**config.mk**
```make
export PLATFORM = sky130hd
export DESIGN_NAME = if_fetch_queue
export DESIGN_NICKNAME = d
export VERILOG_FILES = /design/src/rtl/if_fetch_queue.sv
export SDC_FILE = /design/constraint.sdc
export NUM_CORES = 1
export LEC_CHECK = 0
export CAP_MARGIN = 30
export CELL_PAD_IN_SITES_DETAIL_PLACEMENT = 0
export CELL_PAD_IN_SITES_GLOBAL_PLACEMENT = 1
export CORE_MARGIN = 4
export CORE_UTILIZATION = 42
export CTS_CLUSTER_DIAMETER = 150
export DETAILED_ROUTE_END_ITERATION = 12
export PLACE_DENSITY_LB_ADDON = 0.1
export SYNTH_ARGS = -nofsm -noshare
export SYNTH_HDL_FRONTEND = slang
export SYNTH_SLANG_ARGS = --single-unit
```
**constraint.sdc**
```tcl
create_clock -name clk -period 4.05 [get_ports clk]
set_input_delay 0.81 -clock clk [delete_from_list [all_inputs] [get_ports clk]]
set_output_delay 0.81 -clock clk [all_outputs]
set_load 0.02 [all_outputs]
```
**src/rtl/if_fetch_queue.sv**
```systemverilog
// Instruction fetch unit with a small prefetch queue.
// Issues one memory read at a time from the fetch PC, uses the BTB to pick
// the next PC, and buffers returned instructions for decode. A redirect
// flushes the queue and any in-flight read is discarded when it returns.
module if_fetch_queue #(
  parameter int                ADDR_W   = 32,
  parameter int                QDEPTH   = 4,
  parameter logic [ADDR_W-1:0] RESET_PC = '0
) (
  input  logic                      clk,
  input  logic                      rst,
  output logic                      mem_req,
  output logic [ADDR_W-1:0]         mem_addr,
  input  logic                      mem_done,
  input  logic [31:0]               mem_data,
  output logic [ADDR_W-1:0]         btb_pc,
  input  logic                      btb_hit,
  input  logic [ADDR_W-1:0]         btb_pred,
  input  logic                      redirect,
  input  logic [ADDR_W-1:0]         redirect_pc,
  output logic                      out_valid,
  input  logic                      out_ready,
  output logic [ADDR_W-1:0]         out_pc,
  output logic [31:0]               out_inst,
  output logic                      out_pred_taken,
  output logic [ADDR_W-1:0]         out_pred_pc,
  output logic [$clog2(QDEPTH):0]   q_count
);

  localparam int PTR_W = $clog2(QDEPTH);
  localparam int CNT_W = $clog2(QDEPTH) + 1;

  typedef enum logic [1:0] {
    IDLE,
    WAIT,
    DISCARD
  } state_t;

  state_t            state, state_nx;
  logic [ADDR_W-1:0] fpc, fpc_nx;
  logic [ADDR_W-1:0] req_addr;
  logic [PTR_W-1:0]  head, tail;
  logic              push, pop, flush, issue;
  logic              has_entry;
  logic [ADDR_W-1:0] seq_pc, next_fetch;

  logic [ADDR_W-1:0] pc_q    [QDEPTH];
  logic [31:0]       inst_q  [QDEPTH];
  logic              taken_q [QDEPTH];
  logic [ADDR_W-1:0] pred_q  [QDEPTH];

  assign btb_pc     = fpc;
  assign seq_pc     = fpc + ADDR_W'(4);
  assign next_fetch = btb_hit ? btb_pred : seq_pc;
  assign has_entry  = (q_count != '0);
  assign out_valid  = has_entry & ~redirect;
  assign pop        = out_valid & out_ready;

  // Fetch control: decides issue, push, flush and the next fetch PC.
  // The issue path is gated by rst so no request leaks out during reset.
  always_comb begin
    state_nx = state;
    fpc_nx   = fpc;
    mem_req  = 1'b0;
    mem_addr = '0;
    push     = 1'b0;
    flush    = 1'b0;
    issue    = 1'b0;
    case (state)
      IDLE: begin
        if (redirect) begin
          flush  = 1'b1;
          fpc_nx = redirect_pc;
        end else if (rst && (q_count < CNT_W'(QDEPTH))) begin
          mem_req  = 1'b1;
          mem_addr = fpc;
          issue    = 1'b1;
          state_nx = WAIT;
        end
      end
      WAIT: begin
        mem_req  = 1'b1;
        mem_addr = req_addr;
        if (redirect) begin
          flush    = 1'b1;
          fpc_nx   = redirect_pc;
          state_nx = mem_done ? IDLE : DISCARD;
        end else if (mem_done) begin
          push     = 1'b1;
          fpc_nx   = next_fetch;
          state_nx = IDLE;
        end
      end
      DISCARD: begin
        mem_req  = 1'b1;
        mem_addr = req_addr;
        if (redirect) begin
          flush  = 1'b1;
          fpc_nx = redirect_pc;
        end
        if (mem_done) begin
          state_nx = IDLE;
        end
      end
      default: begin
        state_nx = IDLE;
      end
    endcase
  end

  // State, fetch PC, outstanding address and queue bookkeeping.
  always_ff @(posedge clk or negedge rst) begin
    if (!rst) begin
      state    <= IDLE;
      fpc      <= RESET_PC;
      req_addr <= '0;
      head     <= '0;
      tail     <= '0;
      q_count  <= '0;
    end else begin
      state <= state_nx;
      fpc   <= fpc_nx;
      if (issue) begin
        req_addr <= fpc;
      end
      if (flush) begin
        head    <= '0;
        tail    <= '0;
        q_count <= '0;
      end else begin
        if (push) begin
          tail <= tail + PTR_W'(1);
        end
        if (pop) begin
          head <= head + PTR_W'(1);
        end
        if (push && !pop) begin
          q_count <= q_count + CNT_W'(1);
        end else if (pop && !push) begin
          q_count <= q_count - CNT_W'(1);
        end
      end
    end
  end

  // Queue storage needs no reset; entries are only visible once counted.
  always_ff @(posedge clk) begin
    if (push) begin
      pc_q[tail]    <= fpc;
      inst_q[tail]  <= mem_data;
      taken_q[tail] <= btb_hit;
      pred_q[tail]  <= next_fetch;
    end
  end

  assign out_pc         = has_entry ? pc_q[head]    : '0;
  assign out_inst       = has_entry ? inst_q[head]  : '0;
  assign out_pred_taken = has_entry ? taken_q[head] : 1'b0;
  assign out_pred_pc    = has_entry ? pred_q[head]  : '0;

endmodule

```
==> flow_metrics.env, run 1 <==
export IMPL_status="finished, final reports clean"
export IMPL_ys_warn_count=0
export IMPL_critPathLaunch="state[0]"
export IMPL_drive_above_1_share=0.1603
export IMPL_routed_wl_um=52260
export IMPL_cts_root_buffer="clkbuf_16"
export IMPL_yosys_area_top_type="edfxtp_1"
export IMPL_period_share=0.9417
export IMPL_first_pass_iters=5
export IMPL_ys_seq_elements=461
export IMPL_routabilityCongestion=0.8295
export IMPL_worstPathCellList="inv_1 -> ha_1 -> and3_1 -> buf_4 -> nand2_1 -> a21oi_1 -> clkdlybuf4s50_1"
export IMPL_tightest_slew_ps=900.8
export IMPL_fin_setup_tns_ps=0
export IMPL_finClkSkew_ps=15.66
export IMPL_vias=11710
export IMPL_dieHeight_um=223.2
export IMPL_cts_tree="built"
export IMPL_yosysMostFrequentCell="edfxtp_1"
export IMPL_synth_edf_count=388
export IMPL_post_cts_resized=0
export IMPL_cts_buffer_depth=3
export IMPL_grt_usage=0.2093
export IMPL_slew_headroom=0.3995
export IMPL_fp_dieW_um=223.2
export IMPL_total_power_uw=16830
export IMPL_grt_overflow=0
export IMPL_r2r_start="btb_pc[2]"
export IMPL_fmax_ghz=0.2622
export IMPL_hold_class="primary input to async pin"
export IMPL_synth_ff_type="edfxtp_1"
export IMPL_antenna_found_initial=10
export IMPL_syn_inst=1240
export IMPL_worst_path_buf_inv=3
export IMPL_finish_net_count=1643
export IMPL_r2r_slack_ps=1150
export IMPL_start_kind="flop"
export IMPL_drc=0
export IMPL_rows=78
export IMPL_worstPathRequired_ps=3240
export IMPL_arrival_ps=3000
export IMPL_cap_violations=0
export IMPL_critPathTopFamily="buffers and inverters"
export IMPL_cp_num_cells=7
export IMPL_synth_common_cells="388 x edfxtp_1, 183 x nand2_1, 99 x nor2b_1"
export IMPL_grt_pass1_vias=12290
export IMPL_path_clk_slew_ps=60
export IMPL_die_area_um2=49840
export IMPL_critical_path_slowest_cell="clkdlybuf4s50_1"
export IMPL_crit_fanout=33
export IMPL_cp_end_kind="primary output"
export IMPL_syn_num_nets=1352
export IMPL_grt_pass1_wl_um=78940
export IMPL_drt_iter0_markers=783
export IMPL_core_area_um2=45580
export IMPL_synthToLayoutAreaGrowth_pct=27.70
export IMPL_grt_max_degree=71
export IMPL_r2r_cells=6
export IMPL_endpoint="mem_addr[17]"
export IMPL_holdBufCountCts=0
export IMPL_htreeDepth=2
export IMPL_wire_per_inst_um=24.04
export IMPL_numPortBuffers=267
export IMPL_clock_latency_ps=580
export IMPL_crit_type="flop to primary output"
export IMPL_synthDistinctLibCells=62
export IMPL_synthesis_area_um2=19460
export IMPL_pwr_density_cell_nw_per_um2=677.3
export IMPL_ios=268
export IMPL_rsz0062_at_grt="false"
export IMPL_irDropWorstVdd_uv=500.5
export IMPL_syn_area_per_cell_um2=15.69
export IMPL_stdcell_count=2174
export IMPL_synth_top_area_frac=0.5988
export IMPL_r2r_end="pred_q[1][28]"
export IMPL_hold_viol_final=0
export IMPL_cts_inserted_buffers=50
export IMPL_synthArstFlopShare=0.1584
export IMPL_clock_sinks=461
export IMPL_yosysSeqAreaShare=0.6926
export IMPL_report_final_slew_viol_count=0
export IMPL_routed_via_density=5.388
export IMPL_synth_area_leaders="edfxtp_1 60%, mux4_2 11%, dfrtp_1 9.4%"
export IMPL_finalSetupViolations=0
export IMPL_ant_nets=0
export IMPL_period_needed_ps=3814
export IMPL_cts_setup_buffers=0
export IMPL_post_place_cells=2079
export IMPL_dp_hpwl_um=33740
export IMPL_start_util=0.4269
export IMPL_max_stage_delay_ps=650
export IMPL_power_static_leakage_uw=0.008438
[cells in the final DEF (no fill, tap or decap), drive strengths merged, types with 8 or more instances in the layout]
cell	n
nand3	15
buf	50
ha	9
nor2	44
clkdlybuf4s50	265
dfrtp	73
nand4	8
a21oi	56
nand2	183
and3	9
clkbuf	66
bufinv	8
inv	16
nor2b	99
xnor2	18
mux4	97
nor3	10
clkinv	17
edfxtp	388
o21ai	34
and2	9
nor4	8
[registers in the layout, summed over array words and instances, names as in the netlist]
| signal | count |
|---|---|
| inst_q | 128 |
| pc_q | 128 |
| taken_q | 4 |
| btb_pc | 32 |
| state | 2 |
| q_count | 3 |
| tail | 2 |
| head | 2 |
| req_addr | 32 |
| pred_q | 128 |
[through the flow]
stage	utilization	setup WS (ps)	instance area, um^2	hold slack (ps)
global placement	0.5069	359.2	23100	462.0
detailed placement	0.5069	336.8	23100	463.5
CTS	0.5451	207.5	24840	82.28
finish	0.5452	236.2	24850	114.6
global route	0.5451	14.08	24840	94.97
floorplan	-	42.03	19460	445.9
[layout make-up]
| cell class | count | area [um^2] |
|---|---|---|
| Antenna cell | 2 | 5.005 |
| Sequential cell | 461 | 13490 |
| Inverter | 14 | 52.55 |
| Clock inverter | 27 | 334.1 |
| Timing Repair Buffer | 315 | 3188 |
| Fill cell | 3779 | 20730 |
| Clock buffer | 66 | 1405 |
| Multi-Input combinational cell | 689 | 5628 |
| Tap cell | 600 | 750.7 |
[kinds of logic after synthesis]
family	share of synthesized area
flip-flops	0.6926
AND/OR/NAND/NOR	0.1055
AO/OA/AOI/OAI	0.04797
multiplexers	0.1172
buffers and inverters	0.01916
XOR/XNOR	0.01080
adder cells (fa/ha/maj)	0.006816
[report_power, final]
group          internal, uW  leakage, uW  switching, uW
combinational          2470      0.00317           3080
sequential             5830      0.00441            662
clock                  2950     0.000859           1840
total                 11300      0.00844           5580
[how the worst min path moves through the flow]
stage,end,cells after the start
6_report,btb_pc[19],1
5_1_grt,btb_pc[19],1
4_1_cts,head[0],1
3_5_place_dp,req_addr[15],2
3_3_place_gp,req_addr[24],2
2_1_floorplan,req_addr[7],2
[per-layer routing]
| layer | share of wire | vias up | routed length (um) | global-route usage |
|---|---|---|---|---|
| met2 | 0.47 | 351 | 24310 | 0.3294 |
| li1 | - | 5303 | - | - |
| met3 | 0.064 | 99 | 3348 | 0.04947 |
| met4 | 0.026 | 16 | 1375 | 0.05985 |
| met5 | 0.0019 | - | 100 | 0 |
| met1 | 0.44 | 5945 | 23130 | 0.2946 |
(Power assumes the default switching activity.)
==> run 2: changes to the inputs <==
Settings changed: GPL_TIMING_DRIVEN set to 0.
==> flow_metrics.env, run 2 (synthesized netlist as in run 1, its figures left out) <==
export IMPL_post_route_util=0.5437
export IMPL_grt_pass1_wl_um=81510
export IMPL_finish_instance_area_um2=24780
export IMPL_critical_path_slowest_cell="clkdlybuf4s50_1"
export IMPL_grt_usage=0.2192
export IMPL_synthToLayoutAreaGrowth_pct=27.33
export IMPL_cts_inserted_buffers=49
export IMPL_die_area_um2=49840
export IMPL_finClkSkew_ps=16.90
export IMPL_routed_wl_um=54680
export IMPL_drc=0
export IMPL_pwr_density_cell_nw_per_um2=668.7
export IMPL_top_regs="inst_q: 128 flops, pc_q: 128 flops, pred_q: 128 flops"
export IMPL_vias=11830
export IMPL_period_needed_ps=3917
export IMPL_worstPathCellList="clkbuf_1 -> mux4_2 -> nor2b_1 -> clkdlybuf4s50_1"
export IMPL_core_area_um2=45580
export IMPL_grt_max_degree=55
export IMPL_dieHeight_um=223.2
export IMPL_antenna_found_initial=13
export IMPL_post_place_cells=2117
export IMPL_drive_above_1_share=0.1466
export IMPL_cts_root_buffer="clkbuf_16"
export IMPL_routed_via_density=5.360
export IMPL_seq_power_share=0.395
export IMPL_layout_commonest_cell="edfxtp_1"
export IMPL_final_cell_mix="388 x edfxtp_1, 257 x clkdlybuf4s50_1, 183 x nand2_1"
export IMPL_start_kind="flop"
export IMPL_dp_hpwl_um=37020
export IMPL_numPortBuffers=267
export IMPL_crit_type="flop to primary output"
export IMPL_clock_sinks=461
export IMPL_clock_latency_ps=590
export IMPL_stdcell_count=2207
export IMPL_report_final_slew_viol_count=0
export IMPL_power_static_leakage_uw=0.008517
export IMPL_cts_buffer_depth=3
export IMPL_irDropWorstVdd_uv=545.5
export IMPL_fin_setup_tns_ps=0
export IMPL_p_sw_uw=5646
export IMPL_r2r_slack_ps=920
export IMPL_wire_per_inst_um=24.77
export IMPL_cap_violations=0
export IMPL_max_stage_delay_ps=680
export IMPL_fp_dieW_um=223.2
export IMPL_finalSetupViolations=0
export IMPL_period_share=0.9672
export IMPL_tightest_slew_ps=795.7
export IMPL_cp_end_kind="primary output"
export IMPL_crit_fanout=10
export IMPL_hold_class="primary input to async pin"
export IMPL_p_sw_frac=0.3408
export IMPL_rows=78
export IMPL_ios=268
export IMPL_p_clk_frac=0.271
export IMPL_worstPathRequired_ps=3240
export IMPL_pwr_share_comb=0.333
export IMPL_placed_area_um2=23140
export IMPL_rsz0062_at_grt="false"
export IMPL_path_clk_slew_ps=60
export IMPL_slew_headroom=0.4646
export IMPL_grt_pass1_vias=12400
export IMPL_fillers=3765
export IMPL_grt_overflow=0
export IMPL_finish_net_count=1677
export IMPL_htreeDepth=2
export IMPL_first_pass_iters=5
export IMPL_arrival_ps=3110
export IMPL_cts_tree="built"
export IMPL_total_power_uw=16570
export IMPL_fmax_ghz=0.2553
export IMPL_hold_viol_final=0
export IMPL_drt_iter0_markers=959
export IMPL_routabilityCongestion=0.8417
export IMPL_start_util=0.4269
export IMPL_p_int_uw=10920
export IMPL_status="finished, final reports clean"
export IMPL_ant_nets=0
## run 2: cell count changes in the layout (fill, tap and decap cells not counted), sizes merged
cell,delta
buf,-18
bufinv,-1
clkbuf,+46
clkdlybuf4s50,-8
clkinv,+1
clkinvlp,+1
diode,+2
dlygate4sd3,+1
dlymetal6s2s,+9
## run 2: power by group through the flow
stage               clock network [uW]  logic, uW  registers, uW
floorplan                            0       2910           6480
global placement                     0       5540           6630
detailed placement                   0       5600           6630
CTS                               4610       5620           6550
global route                      4820       5940           6620
finish                            4500       5520           6550
## run 2: repair_timing
action | CTS | global route
hold endpoints to repair | 1 | 0
resized for setup | 13 | 20
setup endpoints to repair | 127 | 31
setup buffers | 0 | 0
hold buffers | 1 | 0
## run 2: cell type report
| cell class | instances | area (um^2) | area share |
|---|---|---|---|
| timing repair buffer | 278 | 2950 | 0.1191 |
| buffer | 72 | 329.1 | 0.01328 |
| clock inverter | 28 | 312.8 | 0.01262 |
| antenna | 4 | 10.01 | 0.0004040 |
| tap | 600 | 750.7 | 0.03030 |
| sequential | 461 | 13480 | 0.5441 |
| inverter | 14 | 52.55 | 0.002121 |
| clock buffer | 61 | 1271 | 0.05131 |
| multi-input combinational | 689 | 5620 | 0.2268 |
## run 2: layer usage
metal / GRT usage / wire length (um)
met1: 0.3066 / 23390
met2: 0.3479 / 26110
met3: 0.05658 / 3804
met4: 0.05409 / 1233
met5: 0 / 138
## run 2: stage by stage
stage / hold WS (ps) / setup slack [ps]
finish: 222.4 / 132.7
global route: 218.6 / 18.83
CTS: 198.9 / 17.03
detailed placement: 463.1 / -161.2
global placement: 458.5 / -3166
floorplan: 445.9 / 42.03
## run 2: worst paths after layout
check                                   to  cells after the start    startpoint
hold reg to reg               req_addr[15]                      2  req_addr[15]
setup / recovery           out_pred_pc[30]                      4       head[1]
hold / removal                 req_addr[8]                      2           rst
setup reg to reg             pred_q[1][20]                      6     btb_pc[2]
min in group clk              req_addr[15]                      2  req_addr[15]
max in group asynchronous      req_addr[5]                      2           rst
## run 2: critical path, delay by kind of cell (launching register included)
family / cells / cell delay [ps]
and+or+nand+nor: 1 / 300
muxes: 1 / 330
DFF: 1 / 600
buffers and inverters: 2 / 1290
